--- src/rtl/mult_seq_param.sv ---
// Sequential shift-add multiplier with WIDTH-bit operands and a 2*WIDTH-bit product.
// Supports per-operation signed/unsigned mode, optional early exit, and a level start/done handshake.
module mult_seq_param #(
  parameter int WIDTH      = 8,
  parameter bit EARLY_EXIT = 1'b0
) (
  input  logic               clk,
  input  logic               reset,
  input  logic               start,
  input  logic               signed_mode,
  input  logic [WIDTH-1:0]   A,
  input  logic [WIDTH-1:0]   B,
  output logic [2*WIDTH-1:0] out,
  output logic               done,
  output logic               busy
);

  localparam int PW = 2 * WIDTH;
  localparam int CW = (WIDTH > 2) ? $clog2(WIDTH) : 1;
  localparam logic [CW-1:0] LAST = CW'(WIDTH - 1);

  typedef enum logic [1:0] {
    S_IDLE,
    S_CALC,
    S_SIGN,
    S_DONE
  } state_t;

  state_t          state, state_nxt;
  logic [PW-1:0]   mcand;
  logic [PW-1:0]   acc;
  logic [WIDTH-1:0] mult;
  logic [CW-1:0]   count;
  logic            neg;

  logic [WIDTH-1:0] a_mag, b_mag, mult_nxt;
  logic             calc_last;

  // Negating the most negative operand yields 2^(WIDTH-1), which still fits as an unsigned magnitude.
  assign a_mag     = (signed_mode && A[WIDTH-1]) ? -A : A;
  assign b_mag     = (signed_mode && B[WIDTH-1]) ? -B : B;
  assign mult_nxt  = mult >> 1;
  assign calc_last = (count == LAST) || (EARLY_EXIT && (mult_nxt == '0));

  always_ff @(posedge clk) begin
    if (reset) state <= S_IDLE;
    else       state <= state_nxt;
  end

  // NOTE: every combinational output gets a default first so no path can infer a latch.
  always_comb begin
    state_nxt = state;
    unique case (state)
      S_IDLE: if (start)     state_nxt = S_CALC;
      S_CALC: if (calc_last) state_nxt = S_SIGN;
      S_SIGN:                state_nxt = S_DONE;
      S_DONE: if (!start)    state_nxt = S_IDLE;
      default:               state_nxt = S_IDLE;
    endcase
  end

  always_comb begin
    busy = 1'b0;
    if ((state == S_CALC) || (state == S_SIGN)) busy = 1'b1;
  end

  // NOTE: sequential state uses non-blocking assignments; the synchronous reset clears every
  // register, including the datapath, so an aborted operation leaves nothing behind.
  always_ff @(posedge clk) begin
    if (reset) begin
      mcand <= '0;
      acc   <= '0;
      mult  <= '0;
      count <= '0;
      neg   <= 1'b0;
      out   <= '0;
      done  <= 1'b0;
    end else begin
      unique case (state)
        S_IDLE: begin
          if (start) begin
            mcand <= {{WIDTH{1'b0}}, a_mag};
            mult  <= b_mag;
            acc   <= '0;
            count <= '0;
            neg   <= signed_mode & (A[WIDTH-1] ^ B[WIDTH-1]);
          end
        end
        S_CALC: begin
          // Shifting the multiplicand each step is equivalent to adding mcand << count.
          if (mult[0]) acc <= acc + mcand;
          mcand <= mcand << 1;
          mult  <= mult_nxt;
          count <= count + 1'b1;
        end
        S_SIGN: out <= neg ? -acc : acc;
        default: ;
      endcase
      // Registered one edge after reaching DONE, and dropped on the edge that sees start low.
      done <= (state == S_DONE) && start;
    end
  end

endmodule
--- config.mk ---
export PLATFORM = sky130hd
export DESIGN_NAME = mult_seq_param
export DESIGN_NICKNAME = d
export VERILOG_FILES = /design/src/rtl/mult_seq_param.sv
export SDC_FILE = /design/constraint.sdc
export NUM_CORES = 1
export LEC_CHECK = 0
export BUFFER_PORTS_ARGS = -buffer_cell sky130_fd_sc_hd__buf_2
export CORE_UTILIZATION = 45
export DETAILED_ROUTE_END_ITERATION = 10
export GPL_TIMING_DRIVEN = 0
export PLACE_DENSITY = 0.74
export SLEW_MARGIN = 5
export SYNTH_ARGS = -nofsm -noshare
export SYNTH_HDL_FRONTEND = slang
export SYNTH_SLANG_ARGS = --single-unit
--- constraint.sdc ---
create_clock -name clk -period 2.36 [get_ports clk]
set_clock_uncertainty 0.2 [all_clocks]
set_input_delay 0.472 -clock clk [delete_from_list [all_inputs] [get_ports clk]]
set_output_delay 0.472 -clock clk [all_outputs]
set_load 0.02 [all_outputs]
=== Yosys cells after proc, flatten, opt, wreduce, memory -nomap -nowiden ===
Cells that the tools add are included.

* Register bits: 63
* Word-level logic and storage cells: 50

* Add/sub/neg operators: 5
* Reductions and logical operators: 10
* Equal/unequal tests: 8
* Muxes and demuxes: 17
* Bitwise logic cells: 2

{| class="wikitable"
|+ Operators by type and width
! cell !! number
|-
| 16-bit two-way mux || 4
|-
| 16-bit one-hot mux with 2 select lines || 2
|-
| 8-bit two-way mux || 3
|-
| 16-bit adder || 1
|-
| 16-bit negation || 1
|-
| 8-bit negation || 2
|-
| 8-bit one-hot mux with 2 select lines || 1
|-
| 2-bit inequality test, second input constant || 4
|-
| 2-bit one-hot mux with 4 select lines || 1
|-
| 2-bit two-way mux || 3
|-
| 3-bit one-hot mux with 2 select lines || 1
|-
| 3-bit AND reduction || 2
|-
| 2-bit equality test, second input constant || 2
|-
| 2-bit AND reduction || 2
|-
| 3-bit by 1-bit adder with 3-bit output, second input constant || 1
|-
| 3-bit equality test, second input constant || 1
|-
| 1-bit logical AND || 3
|-
| 3-bit two-way mux || 1
|-
| 2-bit by 1-bit equality test with 1-bit output, second input constant || 1
|-
| 2-bit logical NOT || 1
|-
| 2-bit nonzero test || 1
|-
| 1-bit AND || 1
|-
| 1-bit logical OR || 1
|-
| 1-bit two-way mux || 1
|-
| 1-bit bitwise XOR || 1
|}

=== Logic depth before layout (Yosys ltp) ===
Gate-level depths: netlist of run 1.

* Word-level depth: 4
* Mapped depth: 8
* Mapped depth without buffers: 8

=== Worst setup path after synthesis of run 1 ===
Ideal clock, no wire load.

* Kind: register -> register
* Start: register acc[0]
* End: register acc[10]
* Period minus slack after synthesis: 2,383 ps
* Stages on the path, launching flop included: 9
* Path buffers: 0
* Slack: -23 ps
* Data arrival time: 2,066 ps
* Cells stage by stage: dfxtp_1 ha_1 inv_1 fa_1 and2b_1 o2111ai_2 a211oi_1 o21ai_0 a32o_1

* Longest elaborated chain between the ends: 3

{| class="wikitable"
|+ Ends and longest elaborated chain
! item !! RTL line !! text
|-
| start: declaration || 31 || <nowiki>logic [PW-1:0] acc;</nowiki>
|-
| start signal: assignment || 91 || <nowiki>if (mult[0]) acc <= acc + mcand;</nowiki>
|-
| 16-bit adder || 91 ||
|-
| 16-bit two-way mux || 91 ||
|-
| 16-bit one-hot mux with 2 select lines || 79 || <nowiki>unique case (state)</nowiki>
|}

Every way passes these cells. The select of a mux whose other input is x is not followed.
A chain may end at the register's enable or synchronous reset.

=== Worst setup path after layout of run 1 ===
Ends and elaborated chain as after synthesis.

==> results of run 1 <==
-- through the flow --
stage,power (mW),setup TNS (ns),util (%)
floorplan,2.51,0,-
global placement,2.90,-0.483,51.7
detailed placement,2.94,-0.825,51.7
CTS,3.82,0,54.7
global route,4.13,-0.0587,55.8
finish,3.88,-0.00212,55.8
-- cells in the final DEF (no fill, tap or decap), types with 5 or more instances in the layout --
| cell | netlist | layout |
|---|---|---|
| dfxtp_1 | 63 | 58 |
| nand2_1 | 50 | 50 |
| nor2_1 | 45 | 45 |
| buf_2 | 1 | 38 |
| a21oi_1 | 37 | 33 |
| ha_1 | 25 | 23 |
| xor2_1 | 22 | 22 |
| o21ai_0 | 19 | 18 |
| nand2b_1 | 17 | 17 |
| inv_1 | 17 | 16 |
| o211ai_1 | 14 | 14 |
| a22oi_1 | 12 | 12 |
| mux2i_1 | 11 | 11 |
| clkbuf_8 | 0 | 11 |
| clkbuf_1 | 12 | 10 |
| nor3_1 | 10 | 10 |
| a211oi_1 | 9 | 8 |
| or3_1 | 7 | 7 |
| buf_4 | 0 | 6 |
| o21a_1 | 5 | 5 |
| xnor2_1 | 5 | 5 |
| a21oi_2 | 2 | 5 |
| nand4_1 | 5 | 5 |
-- power by group --
| part | switching (mW) | total [mW] | internal, mW |
|---|---|---|---|
| Combinational | 1.08 | 1.64 | 0.555 |
| Sequential | 0.139 | 1.38 | 1.24 |
| Clock | 0.423 | 0.855 | 0.432 |
| Total | 1.65 | 3.88 | 2.23 |
-- worst paths after layout --
| path | cells after the start | start | endpoint |
|---|---|---|---|
| min reg2reg | 2 | mult[3]$_SDFFE_PP0P_ | mult[3]$_SDFFE_PP0P_ |
| min | 3 | A[0] | mcand[0]$_SDFFE_PP0P_ |
| max reg2reg | 8 | acc[0]$_SDFFE_PP0P_ | acc[10]$_SDFFE_PP0P_ |
| max | 8 | acc[0]$_SDFFE_PP0P_ | acc[10]$_SDFFE_PP0P_ |
-- area by class of cell --
| type | count | area [µm²] | area share [%] |
|---|---|---|---|
| Clock buffer | 12 | 155 | 3.53 |
| Sequential cell | 63 | 1270 | 29.0 |
| Buffer | 17 | 68.8 | 1.56 |
| Multi-Input combinational cell | 359 | 2440 | 55.5 |
| Tap cell | 102 | 128 | 2.90 |
| Timing Repair Buffer | 44 | 241 | 5.49 |
| Clock inverter | 4 | 20.0 | 0.455 |
| Inverter | 18 | 67.6 | 1.54 |
-- repair_timing --
item / 4_1_cts / 5_1_grt
setup endpoints to repair: 6 / 32
pin swaps: 1 / 9
resized for setup: 9 / 24
buffers inserted: 2 / 6
hold buffers: 0 / 0
-- worst max-delay path: cells and delay by family (launching register included) --
family	cells	cell delay, ns
AOI/OAI and AO/OA	3	0.69
and+or+nand+nor	2	0.60
adders and majority gates	2	0.36
DFF	1	0.36
buffers and inverters	1	0.05
-- metal layers --
| metal | track usage [%] | share of wire (%) | vias up |
|---|---|---|---|
| li1 | - | - | 1770 |
| met1 | 29.6 | 47 | 1650 |
| met2 | 39.0 | 48 | 89 |
| met3 | 3.17 | 3.5 | 13 |
| met4 | 10.0 | 1.6 | 0 |
| met5 | 0 | 0 | - |
-- logic make-up (layout without fill, tap and decap cells) --
logic type      after synthesis  count (layout)  share of synthesized area (%)
buf+inv                      35              95                           3.53
fa+ha+maj                    26              26                           8.85
xor+xnor                     27              27                           6.29
simple gates                156             156                           19.9
compound gates              138             138                           24.7
mux                          12              12                           3.23
flops                        63              63                           33.5
-- state kept, by name, indices dropped and copies added, names as in the netlist --
name and cells:
acc 16, mcand 16, out 16, mult 8, count 3, state 2
done 1, neg 1
==> flow_metrics.tcl, run 1 <==
set metrics [dict create \
    drc 0 \
    synth_most_common_cell "dfxtp_1" \
    yosysSeqAreaShare_pct 33.5 \
    fp.coreArea_um2 7890 \
    placed_cell_area_um2 4080 \
    die_w_um 93.4 \
    cellPowerDensity_nw_per_um2 881 \
    htree_levels 3 \
    cp_max_fo 5 \
    clock_path_buffers 2 \
    worst_pin_slew_ns 0.620 \
    cts.sinks 63 \
    wl_per_cell_um 15.6 \
    cpPeakStageDelay_ns 0.36 \
    cpMaxStageDelayCell "dfxtp_4" \
    fin_crit_ns 2.36 \
    cts_tree "built" \
    status "finished with violations" \
    grt_overflow 0 \
    initialDrtViolationCount 229 \
    num_io_pins 38 \
    grt_pass1_wl_um 15900 \
    finalHoldViolCount 0 \
    fmax_mhz 423 \
    hpwl_um 7150 \
    clk_pin_slew_ns 0.07 \
    antenna_found_initial 0 \
    layout.nets 558 \
    grt_start_max_net_pins 11 \
    synthCells 457 \
    arrival_ns 2.39 \
    ys_types 57 \
    synthArstFlopShare_pct 0 \
    nFillCells 735 \
    holdWs_ns 0.216 \
    area_growth_syn_to_layout_pct 17.0 \
    failed_checks "setup timing" \
    hold_path.class "primary input to register" \
    synth_fp_nets 503 \
    postRouteAntennaNets 0 \
    critPathLaunchType "register" \
    start_util_pct 47.7 \
    yosysWarnings 0 \
    maxSlewHeadroom_pct 58.7 \
    maxCapViolCount 0 \
    via_per_inst 5.69 \
    design_area_um2 4400 \
    drv_slew 0 \
    place_ws_ns -0.299 \
    drive_above_1_share_pct 17.8 \
    cellLeakagePower_nw 1.78 \
    avgSynthCellArea_um2 8.23 \
    dp.cells 596 \
    vdd_drop_max_uv 526 \
    cts_buffers 9 \
    synth_area_um2 3760 \
    path_class "register to register" \
    yosys-top-cells-area "dfxtp_1, ha_1, xor2_1" \
    cts-root-buf "clkbuf_8" \
    synth_edf_count 0 \
    rsz0062_at_grt "yes" \
    r2r_slack_ns -0.002 \
    antennaDiodeCount 0 \
    wl_um 9640 \
    die_h_um 93.4 \
    dieArea_um2 8730 \
    port-buffer-count 37 \
    insertion_delay_ns 0.34 \
    synth_top_area_cell "dfxtp_1" \
    path_cells "ha_4, inv_2, fa_2, and2b_2, o2111ai_4, a211oi_2, or3_1, a32o_1" \
    setup_viol 1 \
    drtPass1Iterations 4 \
    synth.top_cell.area_share_pct 33.5 \
    synth_common_cells "dfxtp_1, nand2_1, nor2_1" \
    cp_data_required_time_ns 2.39 \
    grt_pass1_vias 3379 \
    fin_ws_ns -0.00212 \
    stdcell_count 619 \
    num_rows 32 \
    track_usage_pct 23.2 \
    fin_crit_sh_pct 100 \
    gp_congestion 0.871 \
    end_kind "register" \
    vias 3522 \
    synth_ff_type "dfxtp_1" \
    ys_ff_latch 63 \
]
No activity file was read; power rests on OpenSTA's default activity.
==> run 2: changes to the inputs <==
Settings changed: CORE_UTILIZATION 45 to 46, PLACE_DENSITY 0.74 to 0.75.
==> flow_metrics.tcl, run 2 (synthesis results as in run 1) <==
set metrics [dict create \
    hold_end "mcand[0]$_SDFFE_PP0P_" \
    grt_pass1_vias 3351 \
    dieArea_um2 8540 \
    fp.coreArea_um2 7810 \
    drtPass1Iterations 5 \
    hold_buffers 0 \
    design_area_um2 4370 \
    wl_per_cell_um 15.0 \
    fin_crit_sh_pct 96.8 \
    fin_ws_ns 0.0759 \
    cts.sinks 63 \
    drive_above_1_share_pct 15.9 \
    path_class "register to register" \
    setup_viol 0 \
    cts-root-buf "clkbuf_8" \
    swShare_pct 40.0 \
    start_util_pct 48.2 \
    via_per_inst 5.70 \
    vdd_drop_max_uv 641 \
    antennaDiodeCount 0 \
    antenna_found_initial 0 \
    worst_pin_slew_ns 0.631 \
    multi_input_area_um2 2420 \
    placed_cell_area_um2 4080 \
    finalHoldViolCount 0 \
    area_growth_syn_to_layout_pct 16.2 \
    postRouteAntennaNets 0 \
    num_io_pins 38 \
    r2r-end "acc[12]$_SDFFE_PP0P_" \
    top_regs "acc (16), mcand (16), out (16)" \
    die_w_um 92.4 \
    final_cell_mix "dfxtp_1, nand2_1, nor2_1" \
    rsz0062_at_grt "no" \
    maxSlewHeadroom_pct 57.8 \
    cts_tree "built" \
    gp_congestion 0.911 \
    internal_power_mw 2.41 \
    hpwl_um 7000 \
    arrival_ns 2.33 \
    ff2ff_path_depth 8 \
    gr-usage-met3_pct 3.37 \
    layout.nets 553 \
    clk_pin_slew_ns 0.07 \
    cellLeakagePower_nw 1.76 \
    vias 3493 \
    p_seq_share_pct 34.4 \
    grt_start_max_net_pins 11 \
    switching_power_mw 1.61 \
    fin_crit_ns 2.28 \
    final_common_cell "dfxtp_1" \
    min_path_cells 3 \
    hold_path.class "primary input to register" \
    cp-startpoint "mcand[0]$_SDFFE_PP0P_" \
    insertion_delay_ns 0.35 \
    cts_buffers 9 \
    clock_path_buffers 2 \
    cellPowerDensity_nw_per_um2 919 \
    status "completed" \
    critPathLaunchType "register" \
    initialDrtViolationCount 197 \
    ff_latch_area_um2 1270 \
    port-buffer-count 37 \
    htree_levels 3 \
    cp_data_required_time_ns 2.40 \
    p_comb_share_pct 40.0 \
    end_kind "register" \
    clkPwrFrac_pct 25.6 \
    reg2reg_from "mcand[0]$_SDFFE_PP0P_" \
    wl_um 9200 \
    fmax_mhz 438 \
    cp_max_fo 5 \
    nFillCells 719 \
    place_ws_ns -0.246 \
    hold_start "A[0]" \
    maxCapViolCount 0 \
    track_usage_pct 22.8 \
    drv_slew 0 \
    grt.busiest_layer "met2" \
    r2r_slack_ns 0.08 \
    globalRouteMet2Util_pct 38.5 \
    grt_pass1_wl_um 15400 \
    num_rows 32 \
    die_h_um 92.4 \
    drc 0 \
    use_met1_pct 28.6 \
    grt_overflow 0 \
]
==> run 2: cell types whose count changed in the layout (fill, tap and decap cells not counted), moves of 2 or more <==
cell,change
bufinv_16,+2
dfxtp_2,+2
a21oi_1,+3
a21oi_2,-2
buf_4,-4
clkinv_2,-2
==> run 2: cell type report <==
| type | count | area share, % |
|---|---|---|
| Clock inverter | 4 | 1.60 |
| Sequential cell | 63 | 29.2 |
| Inverter | 18 | 1.55 |
| Tap cell | 102 | 2.92 |
| Multi-Input combinational cell | 359 | 55.4 |
| Buffer | 17 | 1.55 |
| Timing Repair Buffer | 39 | 4.58 |
| Clock buffer | 11 | 3.24 |
==> run 2: what timing repair did <==
action                     4_1_cts  5_1_grt
setup buffers                    2        0
setup endpoints to repair        8       20
pin swaps                        1        2
gates resized for setup          6       17
==> run 2: per-layer routing <==
metal	up-vias	part of all wire [%]
met3	11	3.9
met2	81	48
met1	1637	47
met5	-	0
met4	0	1.6
li1	1764	-
==> run 2: worst max path at each step <==
stage                                 to  slack [ns]  cells past startpoint
floorplan           acc[10]$_SDFFE_PP0P_        0.06                      8
detailed placement  acc[10]$_SDFFE_PP0P_       -0.25                      8
CTS                 mult[5]$_SDFFE_PP0P_       -0.02                      7
global placement    acc[10]$_SDFFE_PP0P_       -0.23                      8
finish              acc[12]$_SDFFE_PP0P_        0.08                      8
global route        acc[10]$_SDFFE_PP0P_       0.006                      8
==> run 2: power by group through the flow <==
stage                     Combinational (mW)  Sequential [mW]  Clock [mW]
after floorplan                         1.11             1.41           0
after global placement                  1.50             1.39           0
after detailed placement                1.54             1.40           0
after CTS                               1.55             1.37        1.04
after global routing                    1.78             1.40        1.10
final                                   1.61             1.38        1.03
==> run 2: worst max-delay path: stages, from the launching register on <==
cell	delay (ns)
dfxtp_4	0.36
ha_4	0.16
inv_1	0.06
fa_2	0.19
and2b_2	0.24
o2111ai_4	0.27
a21oi_1	0.14
or3_1	0.32
a32o_1	0.24
==> run 2: through the flow <==
| step | power, mW | hold WS (ns) | TNS (ns) | cells | util, % |
|---|---|---|---|---|---|
| floorplan | 2.51 | 0.227 | 0 | 457 | - |
| global placement | 2.89 | 0.235 | -0.437 | 596 | 52.2 |
| detailed placement | 2.93 | 0.248 | -0.589 | 596 | 52.2 |
| CTS | 3.96 | 0.216 | -0.0403 | 613 | 55.4 |
| global route | 4.28 | 0.258 | 0 | 613 | 56.0 |
| finish | 4.02 | 0.222 | 0 | 613 | 56.0 |
==> run 3: changes to the inputs <==
Settings changed: CORE_UTILIZATION 46 to 55, PLACE_DENSITY 0.75 to 0.83.
Clock period 2.36 ns to 2.43 ns, I/O delays scaled along.
==> flow_metrics.tcl, run 3 (synthesis results as in run 1) <==
set metrics [dict create \
    num_rows 29 \
    switching_power_mw 1.56 \
    insertion_delay_ns 0.34 \
    design_area_um2 4320 \
    fp.coreArea_um2 6460 \
    top_regs "acc (16), mcand (16), out (16)" \
    grt_pass1_vias 3484 \
    drtPass1Iterations 10 \
    finalHoldViolCount 0 \
    hpwl_um 6890 \
    vias 3611 \
    arrival_ns 2.41 \
    clk_pin_slew_ns 0.06 \
    track_usage_pct 27.6 \
    cts.sinks 63 \
    dp.cells 571 \
    status "finished with violations" \
    failed_checks "DRC" \
    finalPower_mw 3.76 \
    cellPowerDensity_nw_per_um2 871 \
    final_common_cell "dfxtp_1" \
    fin_crit_ns 2.38 \
    setup_tns_ns 0 \
    path_class "register to register" \
    place_ws_ns -0.353 \
    wl_um 9300 \
    cp_data_required_time_ns 2.46 \
    critPathLaunchType "register" \
    cts_buffers 9 \
    cpMaxStageDelayCell "dfxtp_4" \
    placed_cell_area_um2 4040 \
    cts_tree "built" \
    hold_path.class "primary input to register" \
    p_seq_share_pct 35.7 \
    final_cell_mix "dfxtp_1, nand2_1, nor2_1" \
    antenna_found_initial 0 \
    cpPeakStageDelay_ns 0.36 \
    maxSlewHeadroom_pct 56.3 \
    gp_congestion 0.961 \
    nFillCells 532 \
    grt_pass1_wl_um 15800 \
    num_io_pins 38 \
    clock_path_buffers 2 \
    postRouteAntennaNets 0 \
    internal_power_mw 2.20 \
    cp_max_fo 4 \
    fin_crit_sh_pct 97.8 \
    via_per_inst 6.12 \
    drc 4 \
    fin_ws_ns 0.0535 \
    die_w_um 84.7 \
    drive_above_1_share_pct 15.2 \
    wl_per_cell_um 15.8 \
    cts-root-buf "clkbuf_8" \
    fmax_mhz 421 \
    swShare_pct 41.5 \
    die_h_um 84.7 \
    grt_overflow 0 \
    drv_slew 0 \
    layout.nets 556 \
    initialDrtViolationCount 198 \
    antennaDiodeCount 0 \
    clkPwrFrac_pct 22.7 \
    dieArea_um2 7170 \
    end_kind "register" \
    path_cells "ha_4, inv_2, fa_2, and2b_2, o2111ai_4, a211oi_2, buf_4, or3_1, a32o_1" \
    maxCapViolCount 0 \
    port-buffer-count 37 \
    worst_pin_slew_ns 0.656 \
    grt_start_max_net_pins 11 \
    start_util_pct 58.2 \
    htree_levels 3 \
    stdcell_count 590 \
    vdd_drop_max_uv 668 \
    setup_viol 0 \
    p_comb_share_pct 41.5 \
    cellLeakagePower_nw 1.76 \
    hold_buffers 0 \
    area_growth_syn_to_layout_pct 14.8 \
]
==> run 3: changes by cell type in the layout (fill, tap and decap cells not counted), sizes merged <==
cell,before,now
clkinv,2,0
clkbuf,23,26
buf,44,47
bufinv,2,0
==> run 3: per-layer routing <==
layer	up-vias	track usage (%)	part of all wire, %
li1	1780	-	-
met4	0	9.71	1.9
met2	119	46.6	47
met1	1695	34.5	44
met3	17	6.49	6.5
met5	-	0	0
==> run 3: per-stage QoR <==
stage / hold slack (ns) / utilization [%]
floorplan: 0.227 / -
finish: 0.230 / 66.9
CTS: 0.237 / 66.4
detailed placement: 0.244 / 62.6
global placement: 0.235 / 62.6
global route: 0.224 / 66.9
==> run 3: worst paths after layout <==
kind | from | endpoint | slack, ns | cells past startpoint
hold reg to reg | mult[6]$_SDFFE_PP0P_ | mult[6]$_SDFFE_PP0P_ | 0.25 | 2
setup reg to reg | acc[0]$_SDFFE_PP0P_ | acc[10]$_SDFFE_PP0P_ | 0.05 | 9
hold / removal | A[0] | mcand[0]$_SDFFE_PP0P_ | 0.23 | 3
setup / recovery | acc[0]$_SDFFE_PP0P_ | acc[10]$_SDFFE_PP0P_ | 0.05 | 9
==> run 3: what timing repair did <==
item	4_1_cts	5_1_grt
setup buffers	3	2
gates resized for setup	9	6
endpoints found under the setup margin	5	17
pin swaps	2	2
==> run 3: layout make-up <==
cell class | count | area, µm² | share of cell area, %
plain buffers | 17 | 65.1 | 1.51
clock buffers | 14 | 183 | 4.23
inverters | 18 | 67.6 | 1.56
multi-input cells | 359 | 2420 | 55.9
flip-flops and latches | 63 | 1270 | 29.4
well taps | 77 | 96.3 | 2.23
repair buffers | 42 | 223 | 5.16
==> run 3: critical path: cells and delay by family, from the launching register on <==
family          cells  cell delay, ns
fa+ha+maj           2            0.35
simple gates        2            0.55
buf+inv             2            0.21
flops               1            0.36
compound gates      3            0.60
==> run 3: power groups by stage <==
stage,combinational (mW),sequential (mW),clock (mW)
floorplan,1.07,1.37,0
global placement,1.45,1.35,0
detailed placement,1.50,1.36,0
CTS,1.52,1.34,0.856
global route,1.74,1.36,0.907
finish,1.56,1.35,0.856
